**src/rtl/abus_master_pkg.sv**
```systemverilog
// Shared definitions for the A-bus initiator: FSM state codes, chip-select codes
// and the fixed data words returned on reserved-CS reads and watchdog timeouts.
package abus_master_pkg;

  localparam logic [2:0] ST_IDLE   = 3'd0;
  localparam logic [2:0] ST_ADDR   = 3'd1;
  localparam logic [2:0] ST_TURN   = 3'd2;
  localparam logic [2:0] ST_STROBE = 3'd3;
  localparam logic [2:0] ST_HOLD   = 3'd4;
  localparam logic [2:0] ST_RECOV  = 3'd5;
  localparam logic [2:0] ST_RSVD   = 3'd6;

  typedef enum logic [1:0] {
    CS_SEL_0    = 2'b00,
    CS_SEL_1    = 2'b01,
    CS_SEL_2    = 2'b10,
    CS_SEL_RSVD = 2'b11
  } cs_sel_e;

  localparam logic [15:0] READ_TIMEOUT_DATA = 16'hDEAD;
  localparam logic [15:0] RSVD_READ_DATA    = 16'hFFFF;

  localparam int TIMER_W = 8;

  // Active-low one-hot chip-select pattern for a select code.
  function automatic logic [2:0] cs_decode(input logic [1:0] sel);
    case (sel)
      CS_SEL_0: return 3'b110;
      CS_SEL_1: return 3'b101;
      CS_SEL_2: return 3'b011;
      default:  return 3'b111;
    endcase
  endfunction

endpackage

```
**src/rtl/abus_phase_timer.sv**
```systemverilog
// Loadable down-counter timing each A-bus phase; o_done is high while the count is zero.
module abus_phase_timer #(
  parameter int W = 8
) (
  input  logic         i_clock,
  input  logic         i_reset,
  input  logic         i_load,
  input  logic [W-1:0] i_load_val,
  output logic         o_done
);

  logic [W-1:0] r_count;

  always_ff @(posedge i_clock or posedge i_reset) begin
    if (i_reset) begin
      r_count <= '0;
    end else if (i_load) begin
      r_count <= i_load_val;
    end else if (r_count != '0) begin
      r_count <= r_count - W'(1);
    end
  end

  assign o_done = (r_count == '0);

endmodule

```
**src/rtl/abus_master_driver.sv**
```systemverilog
// A-bus initiator: turns Avalon-MM commands into multiplexed address/data A-bus cycles.
// Define ABUS_MASTER_TIMEOUT_EN to add a STROBE watchdog (forces HOLD, returns 0xDEAD, sets error).
module abus_master_driver
  import abus_master_pkg::*;
#(
  parameter int T_ADDR   = 2,
  parameter int T_TURN   = 1,
  parameter int T_STROBE = 4,
  parameter int T_HOLD   = 1,
  parameter int T_RECOV  = 2
`ifdef ABUS_MASTER_TIMEOUT_EN
  ,
  parameter int TO_MAX   = 1023
`endif
) (
  input  logic        i_clock,
  input  logic        i_reset,
  input  logic [23:0] i_avs_address,
  input  logic        i_avs_read,
  input  logic        i_avs_write,
  input  logic [15:0] i_avs_writedata,
  input  logic [1:0]  i_avs_byteenable,
  output logic [15:0] o_avs_readdata,
  output logic        o_avs_readdatavalid,
  output logic        o_avs_waitrequest,
  output logic [9:0]  o_abus_address,
  output logic [15:0] o_abus_ad_out,
  output logic        o_abus_ad_oe,
  input  logic [15:0] i_abus_ad_in,
  output logic [2:0]  o_abus_chipselect_n,
  output logic        o_abus_read_n,
  output logic [1:0]  o_abus_wbe_n,
  input  logic        i_abus_waitrequest,
  output logic        o_error
);

  logic [2:0]         r_state;
  logic [2:0]         w_state_next;
  logic               r_waitrequest;
  logic               r_is_read;
  logic [1:0]         r_cs_sel;
  logic [9:0]         r_abus_addr;
  logic [11:0]        r_addr_lo;
  logic [15:0]        r_wdata;
  logic [1:0]         r_be;
  logic [15:0]        r_readdata;
  logic               r_readdatavalid;
  logic               r_error;
  logic               r_wait_meta;
  logic               r_wait_sync;
  logic               w_accept;
  logic               w_rsvd;
  logic               w_timeout;
  logic               w_strobe_end;
  logic               w_timer_done;
  logic               w_timer_load;
  logic [TIMER_W-1:0] w_timer_val;

  assign w_accept = (i_avs_read | i_avs_write) & ~r_waitrequest & (r_state == ST_IDLE);
  assign w_rsvd   = (i_avs_address[23:22] == CS_SEL_RSVD);

  // Wait is only honoured once the minimum strobe width has elapsed.
  assign w_strobe_end = (r_state == ST_STROBE) && ((w_timer_done && !r_wait_sync) || w_timeout);

`ifdef ABUS_MASTER_TIMEOUT_EN
  localparam int TO_W = $clog2(TO_MAX + 1);
  logic [TO_W-1:0] r_to_cnt;

  always_ff @(posedge i_clock or posedge i_reset) begin
    if (i_reset) begin
      r_to_cnt <= '0;
    end else if (r_state != ST_STROBE) begin
      r_to_cnt <= '0;
    end else begin
      r_to_cnt <= r_to_cnt + TO_W'(1);
    end
  end

  assign w_timeout = (r_state == ST_STROBE) && (r_to_cnt == TO_W'(TO_MAX - 1));
`else
  assign w_timeout = 1'b0;
`endif

  always_comb begin
    w_state_next = r_state;
    case (r_state)
      ST_IDLE:   if (w_accept) w_state_next = w_rsvd ? ST_RSVD : ST_ADDR;
      ST_ADDR:   if (w_timer_done) w_state_next = r_is_read ? ST_TURN : ST_STROBE;
      ST_TURN:   if (w_timer_done) w_state_next = ST_STROBE;
      ST_STROBE: if (w_strobe_end) w_state_next = ST_HOLD;
      ST_HOLD:   if (w_timer_done) w_state_next = ST_RECOV;
      ST_RECOV:  if (w_timer_done) w_state_next = ST_IDLE;
      ST_RSVD:   w_state_next = ST_IDLE;
      default:   w_state_next = ST_IDLE;
    endcase
  end

  // Timer is reloaded with (phase length - 1) on every state entry.
  assign w_timer_load = (w_state_next != r_state);

  always_comb begin
    case (w_state_next)
      ST_ADDR:   w_timer_val = TIMER_W'(T_ADDR - 1);
      ST_TURN:   w_timer_val = TIMER_W'(T_TURN - 1);
      ST_STROBE: w_timer_val = TIMER_W'(T_STROBE - 1);
      ST_HOLD:   w_timer_val = TIMER_W'(T_HOLD - 1);
      ST_RECOV:  w_timer_val = TIMER_W'(T_RECOV - 1);
      default:   w_timer_val = '0;
    endcase
  end

  abus_phase_timer #(
    .W (TIMER_W)
  ) u_phase_timer (
    .i_clock    (i_clock),
    .i_reset    (i_reset),
    .i_load     (w_timer_load),
    .i_load_val (w_timer_val),
    .o_done     (w_timer_done)
  );

  always_ff @(posedge i_clock or posedge i_reset) begin
    if (i_reset) begin
      r_state       <= ST_IDLE;
      r_waitrequest <= 1'b1;
      r_wait_meta   <= 1'b0;
      r_wait_sync   <= 1'b0;
    end else begin
      r_state       <= w_state_next;
      r_waitrequest <= (w_state_next != ST_IDLE);
      r_wait_meta   <= i_abus_waitrequest;
      r_wait_sync   <= r_wait_meta;
    end
  end

  // Command latch; a simultaneous read and write is treated as a read.
  always_ff @(posedge i_clock or posedge i_reset) begin
    if (i_reset) begin
      r_is_read   <= 1'b0;
      r_cs_sel    <= CS_SEL_0;
      r_abus_addr <= '0;
      r_addr_lo   <= '0;
      r_wdata     <= '0;
      r_be        <= '0;
    end else if (w_accept) begin
      r_is_read   <= i_avs_read;
      r_cs_sel    <= i_avs_address[23:22];
      r_abus_addr <= i_avs_address[21:12];
      r_addr_lo   <= i_avs_address[11:0];
      r_wdata     <= i_avs_writedata;
      r_be        <= i_avs_byteenable;
    end
  end

  always_ff @(posedge i_clock or posedge i_reset) begin
    if (i_reset) begin
      r_readdata      <= '0;
      r_readdatavalid <= 1'b0;
      r_error         <= 1'b0;
    end else begin
      r_readdatavalid <= 1'b0;
      if (w_accept && w_rsvd) begin
        r_error <= 1'b1;
        if (i_avs_read) begin
          r_readdata      <= RSVD_READ_DATA;
          r_readdatavalid <= 1'b1;
        end
      end
      if (w_strobe_end && r_is_read) begin
        r_readdata <= w_timeout ? READ_TIMEOUT_DATA : i_abus_ad_in;
      end
      if (w_timeout) begin
        r_error <= 1'b1;
      end
      if (r_state == ST_HOLD && w_state_next == ST_RECOV && r_is_read) begin
        r_readdatavalid <= 1'b1;
      end
    end
  end

  always_comb begin
    o_abus_chipselect_n = 3'b111;
    o_abus_read_n       = 1'b1;
    o_abus_wbe_n        = 2'b11;
    o_abus_ad_oe        = 1'b0;
    o_abus_ad_out       = '0;
    case (r_state)
      ST_ADDR: begin
        o_abus_chipselect_n = cs_decode(r_cs_sel);
        o_abus_ad_oe        = 1'b1;
        o_abus_ad_out       = {r_addr_lo, 4'b0000};
      end
      ST_TURN: begin
        o_abus_chipselect_n = cs_decode(r_cs_sel);
      end
      ST_STROBE: begin
        o_abus_chipselect_n = cs_decode(r_cs_sel);
        if (r_is_read) begin
          o_abus_read_n = 1'b0;
        end else begin
          o_abus_wbe_n  = ~r_be;
          o_abus_ad_oe  = 1'b1;
          o_abus_ad_out = r_wdata;
        end
      end
      ST_HOLD: begin
        o_abus_chipselect_n = cs_decode(r_cs_sel);
        if (!r_is_read) begin
          o_abus_ad_oe  = 1'b1;
          o_abus_ad_out = r_wdata;
        end
      end
      default: ;
    endcase
  end

  assign o_abus_address      = r_abus_addr;
  assign o_avs_readdata      = r_readdata;
  assign o_avs_readdatavalid = r_readdatavalid;
  assign o_avs_waitrequest   = r_waitrequest;
  assign o_error             = r_error;

endmodule

```
**config.mk**
```make
export PLATFORM = sky130hd
export DESIGN_NAME = abus_master_driver
export DESIGN_NICKNAME = d
export VERILOG_FILES = /design/src/rtl/abus_master_pkg.sv /design/src/rtl/abus_phase_timer.sv /design/src/rtl/abus_master_driver.sv
export SDC_FILE = /design/constraint.sdc
export NUM_CORES = 1
export LEC_CHECK = 0
export ABC_CLOCK_PERIOD_IN_PS = 3600
export BUFFER_PORTS_ARGS = -buffer_cell sky130_fd_sc_hd__buf_2
export CORE_UTILIZATION = 54
export CTS_CLUSTER_DIAMETER = 200
export DETAILED_ROUTE_END_ITERATION = 10
export PLACE_DENSITY = 0.93
export REMOVE_ABC_BUFFERS = 1
export SYNTH_ARGS = -nofsm -noshare
export SYNTH_HDL_FRONTEND = slang
export SYNTH_SLANG_ARGS = --single-unit
```
**constraint.sdc**
```tcl
create_clock -name i_clock -period 3.6 [get_ports i_clock]
set_input_delay 0.72 -clock i_clock [delete_from_list [all_inputs] [get_ports i_clock]]
set_output_delay 0.72 -clock i_clock [all_outputs]
set_load 0.01 [all_outputs]
```
---- Word level (Yosys, flattened, before mapping) ----
Cells that the tools add are included.
word-level totals
  register bits after elaboration ......... 75
  bits of input ports ..................... 63
  output and inout port bits .............. 52
  logic and storage cells ................. 78
operators by class
  $add $sub $neg .......................... 1
  equal/unequal tests ..................... 12
  multiplexer cells ....................... 27
  bitwise operators ....................... 5
  reduce and logical (&&, ||, !) cells .... 19
operators by type and width
  operator                                                               count
  16-bit 2-to-1 mux                                                      4
  16-bit one-hot mux with 2 select lines                                 1
  3-bit 2-to-1 mux                                                       8
  3-bit one-hot mux with 6 select lines                                  1
  8-bit 2-to-1 mux                                                       2
  3-bit by 2-bit equality test with 1-bit output, second input constant  3
  3-bit equality test, second input constant                             3
  3-bit one-hot mux with 3 select lines                                  1
  8-bit zero test                                                        1
  8-bit nonzero test                                                     1
  8-bit by 1-bit subtractor with 8-bit output, second input constant     1
  3-bit by 1-bit equality test with 1-bit output, second input constant  2
  1-bit logical AND                                                      6
  1-bit 2-to-1 mux                                                       6
  2-bit nonzero test                                                     3
  2-bit equality test, second input constant                             2
  2-bit 2-to-1 mux                                                       2
  2-bit one-hot mux with 2 select lines                                  1
  2-bit OR reduction                                                     2
  4-bit OR reduction                                                     1
  3-bit zero test                                                        1
  3-bit != test                                                          1
  3-bit nonzero test                                                     1
  1-bit bitwise AND                                                      2
  8 further kinds                                                        8

---- Depth between registers and ports, before layout ----
  depth after elaboration ................. 9
  gate-level depth with buffers ........... 9

---- Cells and area by module ----
Synthesis repeated with hierarchy kept, for this count alone.
second synthesis, totals
  cell total of the unflattened synthesis .. 269
  area total of the unflattened synthesis .. 3363.2 µm²
by module, submodules not included
  module              instances  cells each  area an instance (µm²)  sequential area each (µm²)
  abus_master_driver  1          213         2866.5                  1677.9
  abus_phase_timer    1          56          496.7                   200.2

---- Least setup slack after synthesis ----
No wires, ideal clock.
  path kind ............................... register to output
  start ................................... reg r_state[2]
  end ..................................... out o_abus_ad_out[12]
  data arrival time ....................... 1.621 ns
  required time ........................... 2.880 ns
  slack ................................... 1.259 ns
  stages on the path, launching flop included .. 6
  path buffers ............................ 2
  cell sequence ........................... dfrtp_1 -> clkbuf_1 -> nand2_1 -> a21oi_1 -> buf_2 -> a22o_1
on the way
  cells in the longest elaborated chain, start to end .. 3
  elaborated cells between the ends (all ways) .. 5
  classes of those cells .................. 3 x eq/ne; 1 x mux; 1 x reduce/logical
RTL lines
  what                                                                                          line                       RTL
  start: declaration                                                                            abus_master_driver.sv:37   logic [2:0] r_state;
  start signal: assignment                                                                      abus_master_driver.sv:129  r_state <= w_state_next;
  3-bit by 2-bit equality test with 1-bit output / 3-bit equality test (equally long branches)  abus_master_driver.sv:187  case (r_state)
  2-bit OR reduction (no line)                                                                  --
  16-bit one-hot mux with 2 select lines *                                                      abus_master_driver.sv:187
  end: declaration                                                                              abus_master_driver.sv:27   output logic [15:0] o_abus_ad_out,
Mark *: on every way between the ends. The rest lies on a longest branch, timed or not.

---- Final worst setup path ----
  start ................................... reg r_state[1]
  end ..................................... out o_abus_ad_out[13]
The elaborated chain is that of the path after synthesis.

==> impl_metrics.yaml <==
power_and_ir_drop:
  max-vdd-ir-drop_mv: 0.5115
  powerDensity_nw_per_um2: 861.7
  p_leak_nw: 2.140
placed_design:
  dp_hpwl_mm: 5.413
  io_buffers: 114
  place.gp.congestion: 0.8355
sta:
  hold_viol_final: 0
  period_needed_ns: 2.706
  min_period_over_period_pct: 75.17
  fmax_mhz: 369.5
  finalSetupTns_ns: 0
  rsz0062_at_grt: "false"
  relSlewSlack_pct: 32.77
  whs_ns: 0.3517
  drv_slew: 0
  setup_viol: 0
  tightest_slew_ns: 1.002
  fin_skew_ns: 0.008973
outcome:
  status: "complete, no violations"
synthesis:
  synth-edff-count: 0
  synth_most_common_cell: "nand2_1"
  netlist_area_um2: 3381
  synthTopCellsByCount: "nand2_1, dfrtp_1, o22a_1, a22o_1, nor2_1"
  synth-async-reset-ratio_pct: 100.0
  ys_top_cells_by_area: "dfrtp_1, nand2_1, o22a_1, a22o_1, buf_2"
  yosys.area.top_type: "dfrtp_1"
  synthDistinctLibCells: 50
  synth_cells: 349
  avgSynthCellArea_um2: 9.687
  yosysSeqAreaShare_pct: 55.55
  synth-xor-area-share_pct: 1.036
  yosysTopAreaCellShare_pct: 54.77
  synth_adder_area_share_pct: 0.7402
  synth_compound_area_share_pct: 14.91
  yosys_most_used_dff: "dfrtp_1"
  ys_seq_elements: 75
  muxShareOfSynthArea_pct: 0.2961
  synth-simple-area-share_pct: 24.06
  synth_top_family_by_area: "simple AND/OR/NAND/NOR gates"
  ys_warn_count: 0
worst_setup_path:
  crit_fanout: 17
  critPathKind: "reg2out"
  worstSetupEndpointType: "primary output"
  cp.required_ns: 2.88
  critPathArrivalTime_ns: 1.99
  worstSetupStartpointType: "flip-flop"
die:
  die_w_um: 81.13
  fp-row-count: 28
  die_area_um2: 6581
  die_h_um: 81.13
  core-area_um2: 5991
  initial_core_util_pct: 56.43
  ios: 115
layout:
  nets: 525
  areaGrowthSynthToFinish_pct: 23.02
  insertedDiodeCount: 0
  drive_gt1_share_pct: 32.26
cts:
  insertion_delay_ns: 0.35
  clk_path_buf_depth: 2
  cts_setup_buffers: 0
  cts_root_buf: "clkbuf_8"
  cts_sinks: 75
  cts_tree: "yes"
  cts.repair.resized: 0
  cts_max_level: 3
  clk_pin_slew_ns: 0.07
  numCtsBuffers: 9
  hold_buffers: 0
detailed_routing:
  num_vias: 2904
  drtIter0Drc: 130
  drt_first_pass_iters: 4
  routedWlPerCell_um: 14.27
  avgViaCountPerCell: 5.378
  routed_wl_mm: 7.704
  ant_nets: 0
  route.detailed.drc: 0
job:
  maxCapViolations: 0
global_routing:
  grt_max_degree: 76
  antenna_found_initial: 0
  grt_pass1_wl_mm: 12.74
  grt_pass1_vias: 2932
  grt_use_total_pct: 25.66
  overflow: 0
worst_hold_path:
  hold_path_class: "reg2reg"
==> final timing paths <==
check	slack, ns	startpoint	cells after the start	to
worst max register to register	1.23	u_phase_timer.r_count[1]	7	o_avs_waitrequest
worst min-delay path	0.35	r_wait_meta	0	r_wait_sync
worst max-delay path	0.89	r_state[1]	6	o_abus_ad_out[13]
min in group asynchronous	0.64	i_reset	3	o_abus_address[2]
worst min register to register	0.35	r_wait_meta	0	r_wait_sync
max in group asynchronous	2.37	i_reset	3	r_be[1]
==> cell type report <==
type	instances	area (um2)
Fill cell	439	1832
Tap cell	75	93.84
Timing Repair Buffer	119	608.1
Clock inverter	5	37.54
Multi-Input combinational cell	251	1395
Sequential cell	75	1878
Clock buffer	11	131.4
Inverter	4	15.01
==> state kept, by name, indices dropped and copies added, names as in the netlist <==
| register | count |
|---|---|
| r_cs_sel | 2 |
| r_state | 3 |
| o_error | 1 |
| o_avs_readdata | 16 |
| r_addr_lo | 12 |
| r_wdata | 16 |
| o_avs_waitrequest | 1 |
| r_be | 2 |
| r_wait_sync | 1 |
| o_abus_address | 10 |
| r_is_read | 1 |
| o_avs_readdatavalid | 1 |
| u_phase_timer.r_count | 8 |
| r_wait_meta | 1 |
==> report_power, final <==
part           internal [mW]  switching [mW]
registers               1.23           0.282
clock network          0.253           0.312
logic                  0.658           0.848
total                   2.14            1.44
==> kinds of logic (layout without fill, tap and decap cells) <==
kind of cell             after synthesis  after routing
AND/OR/NAND/NOR                      185            185
flip-flops                            75             75
AO/OA/AOI/OAI                         59             59
buffers and inverters                 23            139
XOR/XNOR                               4              4
adder cells (fa/ha/maj)                2              2
multiplexers                           1              1
==> cell usage in the layout, fill, tap and decap left out, types with 2 or more instances in the layout <==
master        n
a211oi_1      5
a21oi_1       6
a221oi_2      2
a22o_1       13
and2_1        6
buf_2       114
buf_4         5
clkbuf_1      2
clkbuf_8      9
clkinvlp_4    2
dfrtp_1      74
ha_1          2
inv_1         3
nand2_1     138
nand2b_1      2
nand3_1       2
nand3b_1      2
nor2_1       11
nor2b_1       2
nor4_1        2
nor4b_1       2
o22a_1       16
o22ai_1       2
or2_2         3
or3_1         5
xnor2_1       3
==> critical path, stage by stage (launching register included) <==
cell and delay (ns):
dfrtp_1 0.52, nor2_1 0.27, nand2_1 0.15, a21oi_1 0.17
buf_4 0.23, a22o_1 0.17, buf_2 0.13
==> per-stage QoR <==
| step | area (um2) | power, mW | worst slack, ns | utilization [%] | std cells |
|---|---|---|---|---|---|
| after floorplan | 3281 | 2.449 | 0.9250 | - | 330 |
| after global routing | 4159 | 3.863 | 0.7655 | 69.42 | 540 |
| after detailed placement | 3990 | 3.024 | 1.282 | 66.60 | 524 |
| final | 4159 | 3.584 | 0.8937 | 69.42 | 540 |
| after global placement | 3990 | 2.941 | 1.360 | 66.60 | 524 |
| after CTS | 4159 | 3.600 | 0.8941 | 69.42 | 540 |
==> routing by layer <==
metal,global-route usage (%),share of wire [%]
met1,30.84,41
met2,41.93,49
met3,9.438,8.6
met4,10.00,1.4
met5,0,0
(Power assumes the default switching activity.)
